## config.mk

```make
export PLATFORM = sky130hd
export DESIGN_NAME = fp_square
export DESIGN_NICKNAME = d
export VERILOG_FILES = /design/src/rtl/fp_pkg.sv /design/src/rtl/fp_mant_mul_seq.sv /design/src/rtl/fp_square.sv
export SDC_FILE = /design/constraint.sdc
export NUM_CORES = 1
export LEC_CHECK = 0
export ABC_AREA = 1
export BUFFER_PORTS_ARGS = -buffer_cell sky130_fd_sc_hd__buf_2
export CAP_MARGIN = 20
export CELL_PAD_IN_SITES_DETAIL_PLACEMENT = 2
export CELL_PAD_IN_SITES_GLOBAL_PLACEMENT = 2
export CORE_MARGIN = 4
export CORE_UTILIZATION = 35
export DETAILED_ROUTE_END_ITERATION = 7
export GPL_TIMING_DRIVEN = 1
export PLACE_DENSITY_LB_ADDON = 0.1
export SKIP_CTS_REPAIR_TIMING = 1
export SYNTH_ARGS = -nofsm -noshare
export SYNTH_HDL_FRONTEND = slang
export SYNTH_SLANG_ARGS = --single-unit
```

## constraint.sdc

```tcl
create_clock -name clk -period 5.8 [get_ports clk]
set_input_delay 0.29 -clock clk [delete_from_list [all_inputs] [get_ports clk]]
set_output_delay 0.29 -clock clk [all_outputs]
set_load 0.02 [all_outputs]
```

## src/rtl/fp_pkg.sv

```systemverilog
// fp_pkg: binary32 constants, field positions and squarer state encoding shared by the fp units
package fp_pkg;
  localparam int FP_BIAS = 127;
  localparam logic [31:0] FP_QNAN = 32'h7FC00000;
  localparam logic [31:0] FP_POS_INF = 32'h7F800000;
  localparam int FP_SIGN_BIT = 31;
  localparam int FP_EXP_HI = 30;
  localparam int FP_EXP_LO = 23;
  localparam int FP_FRAC_HI = 22;
  localparam int FP_FRAC_LO = 0;
  typedef enum logic [1:0] {S_IDLE, S_MUL, S_NORM, S_DONE} fp_sq_state_t;
endpackage

```

## src/rtl/fp_mant_mul_seq.sv

```systemverilog
// fp_mant_mul_seq: iterative shift-add unsigned multiplier, one multiplier bit per clock
module fp_mant_mul_seq #(
  parameter int W = 24
) (
  input  logic           clk,
  input  logic           rst,
  input  logic           start,
  input  logic [W-1:0]   a,
  input  logic [W-1:0]   b,
  output logic           done,
  output logic [2*W-1:0] product
);
  localparam int CW = $clog2(W);
  logic [2*W-1:0] a_sh;
  logic [W-1:0]   b_sh;
  logic [CW-1:0]  cnt;
  logic           run;
  // done flags the cycle whose edge folds in the final partial product
  assign done = run && cnt == CW'(W - 1);
  always_ff @(posedge clk or posedge rst) begin
    if (rst) begin
      a_sh <= '0;
      b_sh <= '0;
      cnt <= '0;
      run <= 1'b0;
      product <= '0;
    end else if (start) begin
      a_sh <= {{W{1'b0}}, a};
      b_sh <= b;
      cnt <= '0;
      run <= 1'b1;
      product <= '0;
    end else if (run) begin
      product <= product + (b_sh[0] ? a_sh : '0);
      a_sh <= a_sh << 1;
      b_sh <= b_sh >> 1;
      cnt <= cnt + 1'b1;
      run <= !done;
    end
  end
endmodule

```

## src/rtl/fp_square.sv

```systemverilog
// fp_square: sequential binary32 squarer with start/done handshake; NaN/Inf/zero short-circuit
module fp_square import fp_pkg::*; #(
  parameter int DATAWIDTH = 32,
  parameter int MANT_W = 24
) (
  input  logic                 clk,
  input  logic                 rst,
  input  logic                 start,
  input  logic [DATAWIDTH-1:0] data_i,
  output logic                 busy,
  output logic                 done,
  output logic [DATAWIDTH-1:0] data_o
);
  fp_sq_state_t     state;
  logic [7:0]       exp_r;
  logic [7:0]       in_exp;
  logic [22:0]      in_frac;
  logic             is_special;
  logic [31:0]      special_val;
  logic             mul_start;
  logic             mul_done;
  logic [2*MANT_W-1:0] prod;
  logic             hi;
  logic [22:0]      frac;
  logic             guard;
  logic             sticky;
  logic [23:0]      rounded;
  logic [9:0]       e_pre;
  logic [9:0]       e_fin;
  logic [31:0]      norm_res;
  assign in_exp = data_i[FP_EXP_HI:FP_EXP_LO];
  assign in_frac = data_i[FP_FRAC_HI:FP_FRAC_LO];
  // subnormals are flushed, so exponent 0 is treated like a true zero
  assign is_special = in_exp == 8'h00 || in_exp == 8'hFF;
  assign special_val = in_exp == 8'hFF ? (|in_frac ? FP_QNAN : FP_POS_INF) : 32'h0;
  assign mul_start = state == S_IDLE && start && !is_special;
  fp_mant_mul_seq #(.W(MANT_W)) u_mul (
    .clk(clk),
    .rst(rst),
    .start(mul_start),
    .a({1'b1, in_frac}),
    .b({1'b1, in_frac}),
    .done(mul_done),
    .product(prod)
  );
  // product lies in [1,4): bit 47 selects which 23 bits form the fraction
  always_comb begin
    hi = prod[47];
    frac = hi ? prod[46:24] : prod[45:23];
    guard = hi ? prod[23] : prod[22];
    sticky = hi ? |prod[22:0] : |prod[21:0];
    rounded = {1'b0, frac} + {23'b0, guard & (sticky | frac[0])};
    e_pre = {1'b0, exp_r, 1'b0} - 10'(FP_BIAS) + {9'b0, hi};
    e_fin = e_pre + {9'b0, rounded[23]};
    norm_res = $signed(e_fin) >= 10'sd255 ? FP_POS_INF :
               $signed(e_fin) <= 10'sd0 ? 32'h0 : {1'b0, e_fin[7:0], rounded[22:0]};
  end
  always_ff @(posedge clk or posedge rst) begin
    if (rst) begin
      state <= S_IDLE;
      exp_r <= '0;
      busy <= 1'b0;
      done <= 1'b0;
      data_o <= '0;
    end else begin
      case (state)
        S_IDLE: if (start) begin
          exp_r <= in_exp;
          if (is_special) begin
            data_o <= special_val;
            done <= 1'b1;
            state <= S_DONE;
          end else begin
            busy <= 1'b1;
            state <= S_MUL;
          end
        end
        S_MUL: if (mul_done) state <= S_NORM;
        S_NORM: begin
          data_o <= norm_res;
          done <= 1'b1;
          busy <= 1'b0;
          state <= S_DONE;
        end
        default: begin
          done <= 1'b0;
          state <= S_IDLE;
        end
      endcase
    end
  end
endmodule

```

# Yosys cells after proc, flatten, opt, wreduce, memory -nomap -nowiden
# Index checks and enable logic that the tools add are counted.
op_classes:
  add_sub_neg: 6
  n_lt_le_gt_ge: 2
  n_eq_ne: 8
  mux: 31
  n_bitwise: 3
  reduce_logical: 18
op_table:
  columns: ["operator", "n"]
  rows:
  - ["48-bit two-way mux", 5]
  - ["31-bit two-way mux", 3]
  - ["32-bit two-way mux", 2]
  - ["32-bit case mux with 2 select lines", 1]
  - ["48-bit adder", 1]
  - ["24-bit two-way mux", 2]
  - ["23-bit two-way mux", 2]
  - ["23-bit OR reduction", 2]
  - ["23-bit by 1-bit adder with 24-bit output", 1]
  - ["22-bit OR reduction", 1]
  - ["10-bit by 1-bit adder with 10-bit output", 2]
  - ["10-bit by 9-bit >= comparator with 1-bit output (second input constant)", 1]
  - ["10-bit by 1-bit <= comparator with 1-bit output (second input constant)", 1]
  - ["5-bit two-way mux", 2]
  - ["9-bit by 7-bit subtractor with 10-bit output (second input constant)", 1]
  - ["3-bit AND reduction", 3]
  - ["8-bit == test (second input constant)", 1]
  - ["8-bit logical NOT", 1]
  - ["1-bit two-way mux", 8]
  - ["2-bit two-way mux", 3]
  - ["2-bit inequality test (second input constant)", 3]
  - ["2-bit case mux with 3 select lines", 1]
  - ["5-bit by 1-bit adder with 5-bit output (second input constant)", 1]
  - ["5-bit == test (second input constant)", 1]
  - ["other kinds (14)", 19]
word_totals:
  regBits: 170
  inputBits: 35
  out_inout_bits: 34

# Logic depth before layout (Yosys ltp)
logic_depth:
  depth_word: 10
  mapped_depth: 28
  ltp_nobuf: 26

# Modules after synthesis
# From an unflattened synthesis, not the netlist that was laid out.
hier_totals:
  hier_cells: 2014
  hier_area_um2: 13038.8
by_module_without_submodules:
  columns: ["module", "n_inst", "cells_per_inst", "area_each_um2"]
  rows:
  - ["fp_mant_mul_seq", 1, 1478, 9494.1]
  - ["fp_square", 1, 536, 3544.6]

# Worst setup path after synthesis
# OpenSTA, ideal clock, no wires.
synth_timing:
  path_kind: "flip-flop to flip-flop"
  startpoint: "reg u_mul.product[47]"
  endpoint: "reg data_o[17]"
  arrival_ns: 3.027
  path_slack_ns: 2.707
  path_stages_with_launch: 27
  n_path_buf: 3
  period_less_slack_ns: 3.093
  cell_sequence: "dfrtp_1 buf_6 buf_12 o21ai_2 nand2_2 nor2_2 nand4_2 nor2_4 inv_2 nor3_2 nand3_1 ha_1 inv_1 ha_1 nand2_1 nor2_1 nand2_1 nand2_1 nand2_1 nand2_1 nor2_1 nand3_1 nand3_2 nor2_4 buf_6 nand3_1 nand2_1"
synth_between:
  elab_chain_len: 9
synth_lines:
  columns: ["element", "line", "rtl"]
  rows:
  - ["start: declaration", "fp_mant_mul_seq.sv:11", "output logic [2*W-1:0] product"]
  - ["start signal: assignment", "fp_mant_mul_seq.sv:34", "product <= product + (b_sh[0] ? a_sh : '0);"]
  - ["1-bit two-way mux or 23-bit two-way mux (tied branches)", "fp_square.sv:51, fp_square.sv:49", null]
  - ["1-bit bitwise OR", "fp_square.sv:52", "rounded = {1'b0, frac} + {23'b0, guard & (sticky | frac[0])};"]
  - ["1-bit AND", "fp_square.sv:52", null]
  - ["23-bit by 1-bit adder with 24-bit output", "fp_square.sv:52", null]
  - ["10-bit by 1-bit adder with 10-bit output", "fp_square.sv:54", "e_fin = e_pre + {9'b0, rounded[23]};"]
  - ["10-bit by 1-bit <= comparator with 1-bit output", "fp_square.sv:56", "$signed(e_fin) <= 10'sd0 ? 32'h0 : {1'b0, e_fin[7:0], rounded[22:0]};"]
  - ["31-bit two-way mux", "fp_square.sv:56", null]
  - ["31-bit two-way mux (*)", "fp_square.sv:55", "norm_res = $signed(e_fin) >= 10'sd255 ? FP_POS_INF :"]
  - ["32-bit case mux with 2 select lines (*)", "fp_square.sv:66", "case (state)"]
  - ["end signal: assignment", "fp_square.sv:70", "data_o <= special_val;"]
  - ["end signal: assignment", "fp_square.sv:80", "data_o <= norm_res;"]
  - ["end: declaration", "fp_square.sv:12", "output logic [DATAWIDTH-1:0] data_o"]
# Every way passes the cells marked *; elsewhere a longest branch is shown, timed or not.
# A chain may end at the register's enable or synchronous reset.

# Worst setup path after layout
layout_timing:
  startpoint: "reg u_mul.product[47]"
  endpoint: "reg data_o[5]"
# Same word-level chain as after synthesis.

==> metrics.md <==
| Metric | Value |
|---|---|
| Run status | completed |
| Setup Viol. Count Final | 0 |
| DR top layer | met4 |
| Main synth FF type | sky130_fd_sc_hd__dfrtp_1 |
| Placed insts | 2368 |
| Count of final hold-check violations | 0 |
| Post-synthesis instance area | 0.0124 sq mm |
| Worst slew margin relative to its limit | 26.5% |
| RSZ-0062 raised after global routing | false |
| Detailed placement HPWL | 35400 um |
| Sequential share of the synthesized area | 34.0% |
| Number of global-route vias before repair | 13400 |
| Achievable Freq | 212 MHz |
| Synthesized instance count | 1886 |
| Total of fill cells in the finished design | 4255 |
| Most used standard cell by instance count after synthesis | sky130_fd_sc_hd__nand2_1 |
| Worst-case hold slack | 0.115 ns |
| Worst endpoint data arrival time | 5.10 ns |
| Startpoint class of the critical path | flip-flop |
| Measured slew at the worst slew-check pin | 1.10 ns |
| Number of antenna repair diodes | 0 |
| Routed length on met1 | 20000 um |
| Number of unique standard cell types used by synthesis | 48 |
| Synth top cells by count | sky130_fd_sc_hd__nand2_1 (617), sky130_fd_sc_hd__inv_1 (394), sky130_fd_sc_hd__dfrtp_1 (169), sky130_fd_sc_hd__nor2_1 (133), sky130_fd_sc_hd__nand3_1 (98) |
| Routed length per instance | 18.6 um |
| Vias per cell | 5.09 |
| Leakage | 7.64 nW |
| Critical path peak fanout | 45 |
| Cell area after placement | 0.0131 sq mm |
| Hold/Removal Path Class | in2reg |
| 1st-iter DRT viols | 449 |
| Portion of synthesized cell area occupied by the leading cell type | 34.0% |
| FF+latch area | 0.00423 sq mm |
| Detailed-route DRC error count | 0 |
| Die ar. | 0.0386 sq mm |
| Htree depth | 4 |
| Final Max Slew Viols | 0 |
| Worst Min Path Start | data_i[3] |
| Overall via count from detail_route | 12200 |
| Length of routed met3 wiring | 900 um |
| GP Congestion | 0.849 |
| Final setup skew | 0.0145 ns |
| Layout overhead on the synthesized area | 10.5% |
| Post-synthesis area per instance | 6.59 sq um |
| Root cell of the clock tree | sky130_fd_sc_hd__clkbuf_16 |
| Count of yosys warnings during synthesis | 0 |
| Longest Clk Path Bufs | 2 |
| Worst-skew pair later-pin latency | 0.46 ns |
| Chip Height | 196 um |
| Clk sinks | 169 |
| Number of input and output port buffers inserted | 66 |
| PD cells | 458 mW/mm^2 |
| Post-layout min period | 4.71 ns |
| Synth area leader | sky130_fd_sc_hd__dfrtp_1 |
| Slack of the worst reg-to-reg path | 1.09 ns |
| Number of clock buffers inserted by TritonCTS | 17 |
| Number of standard cells in the layout, taps in and fillers out | 2401 |
| Largest net degree at the start of global routing | 163 |
| Drt first pass iters | 5 |
| Critical path class | reg2reg |
| Total power consumption of the routed design | 6.29 mW |
| Synthesized flop and latch total | 169 |
| Synthesized Nets | 1977 |
| Antenna-violating nets left | 0 |
| Die outline width | 196 um |
| Core region area | 0.0348 sq mm |
| Routed Wire Length | 44800 um |
| Share of final-layout standard cells stronger than drive strength 1 | 8.79% |
| Clock Pin Slew Worst Setup and Hold Paths | 0.07 ns |
| Number of synthesized flops with an enable pin | 0 |
| Antenna violations before repair | 0 |
| Required time of the critical path | 6.19 ns |
| CP Capture Type | flip-flop |
| Row count | 68 |
| Share of synthesized registers carrying an async set or reset | 100% |
| First-pass GRT wire length | 72800 um |
| TritonCTS clock tree | built |
| Area of the multi-input gates | 0.00645 sq mm |
| Starting Density | 35.7% |
| Number of max-cap violations | 0 |
| Wire length on met2 | 23000 um |
| Total track usage | 23.5% |
| Portion of the clock cycle consumed by the worst path in the final layout | 81.3% |
| Max IR drop VDD | 0.255 mV |
| Total congestion overflow | 0 |
| Total negative slack | 0 ns |
| Leading cell types by total area after synthesis | sky130_fd_sc_hd__dfrtp_1 (34%), sky130_fd_sc_hd__nand2_1 (19%), sky130_fd_sc_hd__inv_1 (12%) |
| Count of nets after finishing | 2024 |
| Reg2reg start | u_mul.product[47] |
| I/O pins | 69 |
| Start point of the critical path | u_mul.product[47] |
| Final Cell Area | 0.0137 sq mm |
## where the power goes
part / total [mW] / internal [mW] / leakage [nW] / switching, mW
Sequential: 1.97 / 1.62 / 2.20 / 0.352
Combinational: 3.13 / 0.955 / 5.16 / 2.17
Clock: 1.20 / 0.613 / 0.284 / 0.585
Total: 6.29 / 3.19 / 7.64 / 3.11
## path summary, 6_finish.rpt
check	cells after the start	to
worst max-delay path	24	data_o[5]
worst min-delay path	3	u_mul.a_sh[3]
worst max register to register	24	data_o[5]
worst min register to register	2	data_o[15]
max in group asynchronous	4	u_mul.product[3]
min in group asynchronous	3	u_mul.a_sh[45]
## layout make-up
class                   count  area share, %
inverters                 399           10.9
clock inverters            14           1.13
multi-input cells        1273           47.0
clock buffers              18           3.12
well taps                 455           4.14
flip-flops and latches    169           30.8
repair buffers             73           2.90
## sequential cells by signal, summed over array words and instances (netlist names)
name           cells
exp_r              8
state              2
busy               1
u_mul.run          1
u_mul.product     48
u_mul.cnt          5
done               1
u_mul.b_sh        24
data_o            31
u_mul.a_sh        48
## logic make-up (layout without fill, tap and decap cells)
logic type | after synthesis | count (layout) | synth area share, %
AOI/OAI and AO/OA | 245 | 245 | 12.2
DFF | 169 | 169 | 34.0
buffers and inverters | 444 | 504 | 14.1
xor gates and xnor gates | 14 | 14 | 0.987
adders and majority gates | 56 | 56 | 5.70
and+or+nand+nor | 955 | 955 | 32.8
other | 1 | 1 | 0.0302
muxes | 2 | 2 | 0.171
## cells in the final DEF (no fill, tap or decap), drive strengths merged, types with 3 or more instances in the layout
cell,netlist,final
o211ai,5,5
nor2,145,145
and2,4,4
nand4,26,26
inv,399,408
clkbuf,21,18
buf,24,72
a21boi,4,4
clkinv,0,3
o21ai,91,91
dfrtp,169,169
nor4,7,7
o22ai,35,35
nand2,628,628
xor2,9,9
xnor2,5,5
nand3,107,107
nand3b,7,7
or2,7,7
nor3,22,22
o221ai,38,38
a21oi,65,65
ha,55,55
o21bai,4,4
## routing by layer
metal	global-route usage [%]	up-vias
li1	-	5999
met1	29.1	6058
met2	43.2	112
met3	2.87	42
met4	6.21	0
met5	0	-
## stage by stage
step                setup WS, ns  util [%]
floorplan                  0.935         -
global placement            1.31      37.8
detailed placement          1.13      37.8
CTS                         1.01      39.4
global route               0.474      39.5
finish                      1.09      39.5
## worst max-delay path, cell delays in order, from the launching register on
cell	delay [ns]
sky130_fd_sc_hd__dfrtp_2	0.97
sky130_fd_sc_hd__inv_2	0.21
sky130_fd_sc_hd__o21ai_2	0.31
sky130_fd_sc_hd__nand2_2	0.15
sky130_fd_sc_hd__nor2_1	0.20
sky130_fd_sc_hd__inv_1	0.10
sky130_fd_sc_hd__nor2_4	0.19
sky130_fd_sc_hd__inv_2	0.07
sky130_fd_sc_hd__nor3_2	0.11
sky130_fd_sc_hd__nand3_1	0.12
sky130_fd_sc_hd__ha_1	0.28
sky130_fd_sc_hd__inv_1	0.10
sky130_fd_sc_hd__ha_1	0.23
sky130_fd_sc_hd__nand2_1	0.12
sky130_fd_sc_hd__nor2_1	0.10
sky130_fd_sc_hd__nand2_1	0.09
sky130_fd_sc_hd__nand2_1	0.07
sky130_fd_sc_hd__nand2_1	0.04
sky130_fd_sc_hd__nand2_1	0.08
sky130_fd_sc_hd__nor2_1	0.05
sky130_fd_sc_hd__nand3_1	0.10
sky130_fd_sc_hd__nand3_2	0.13
sky130_fd_sc_hd__nor2_4	0.50
sky130_fd_sc_hd__o21ai_0	0.18
sky130_fd_sc_hd__nand2_1	0.11
(Power assumes the default switching activity.)
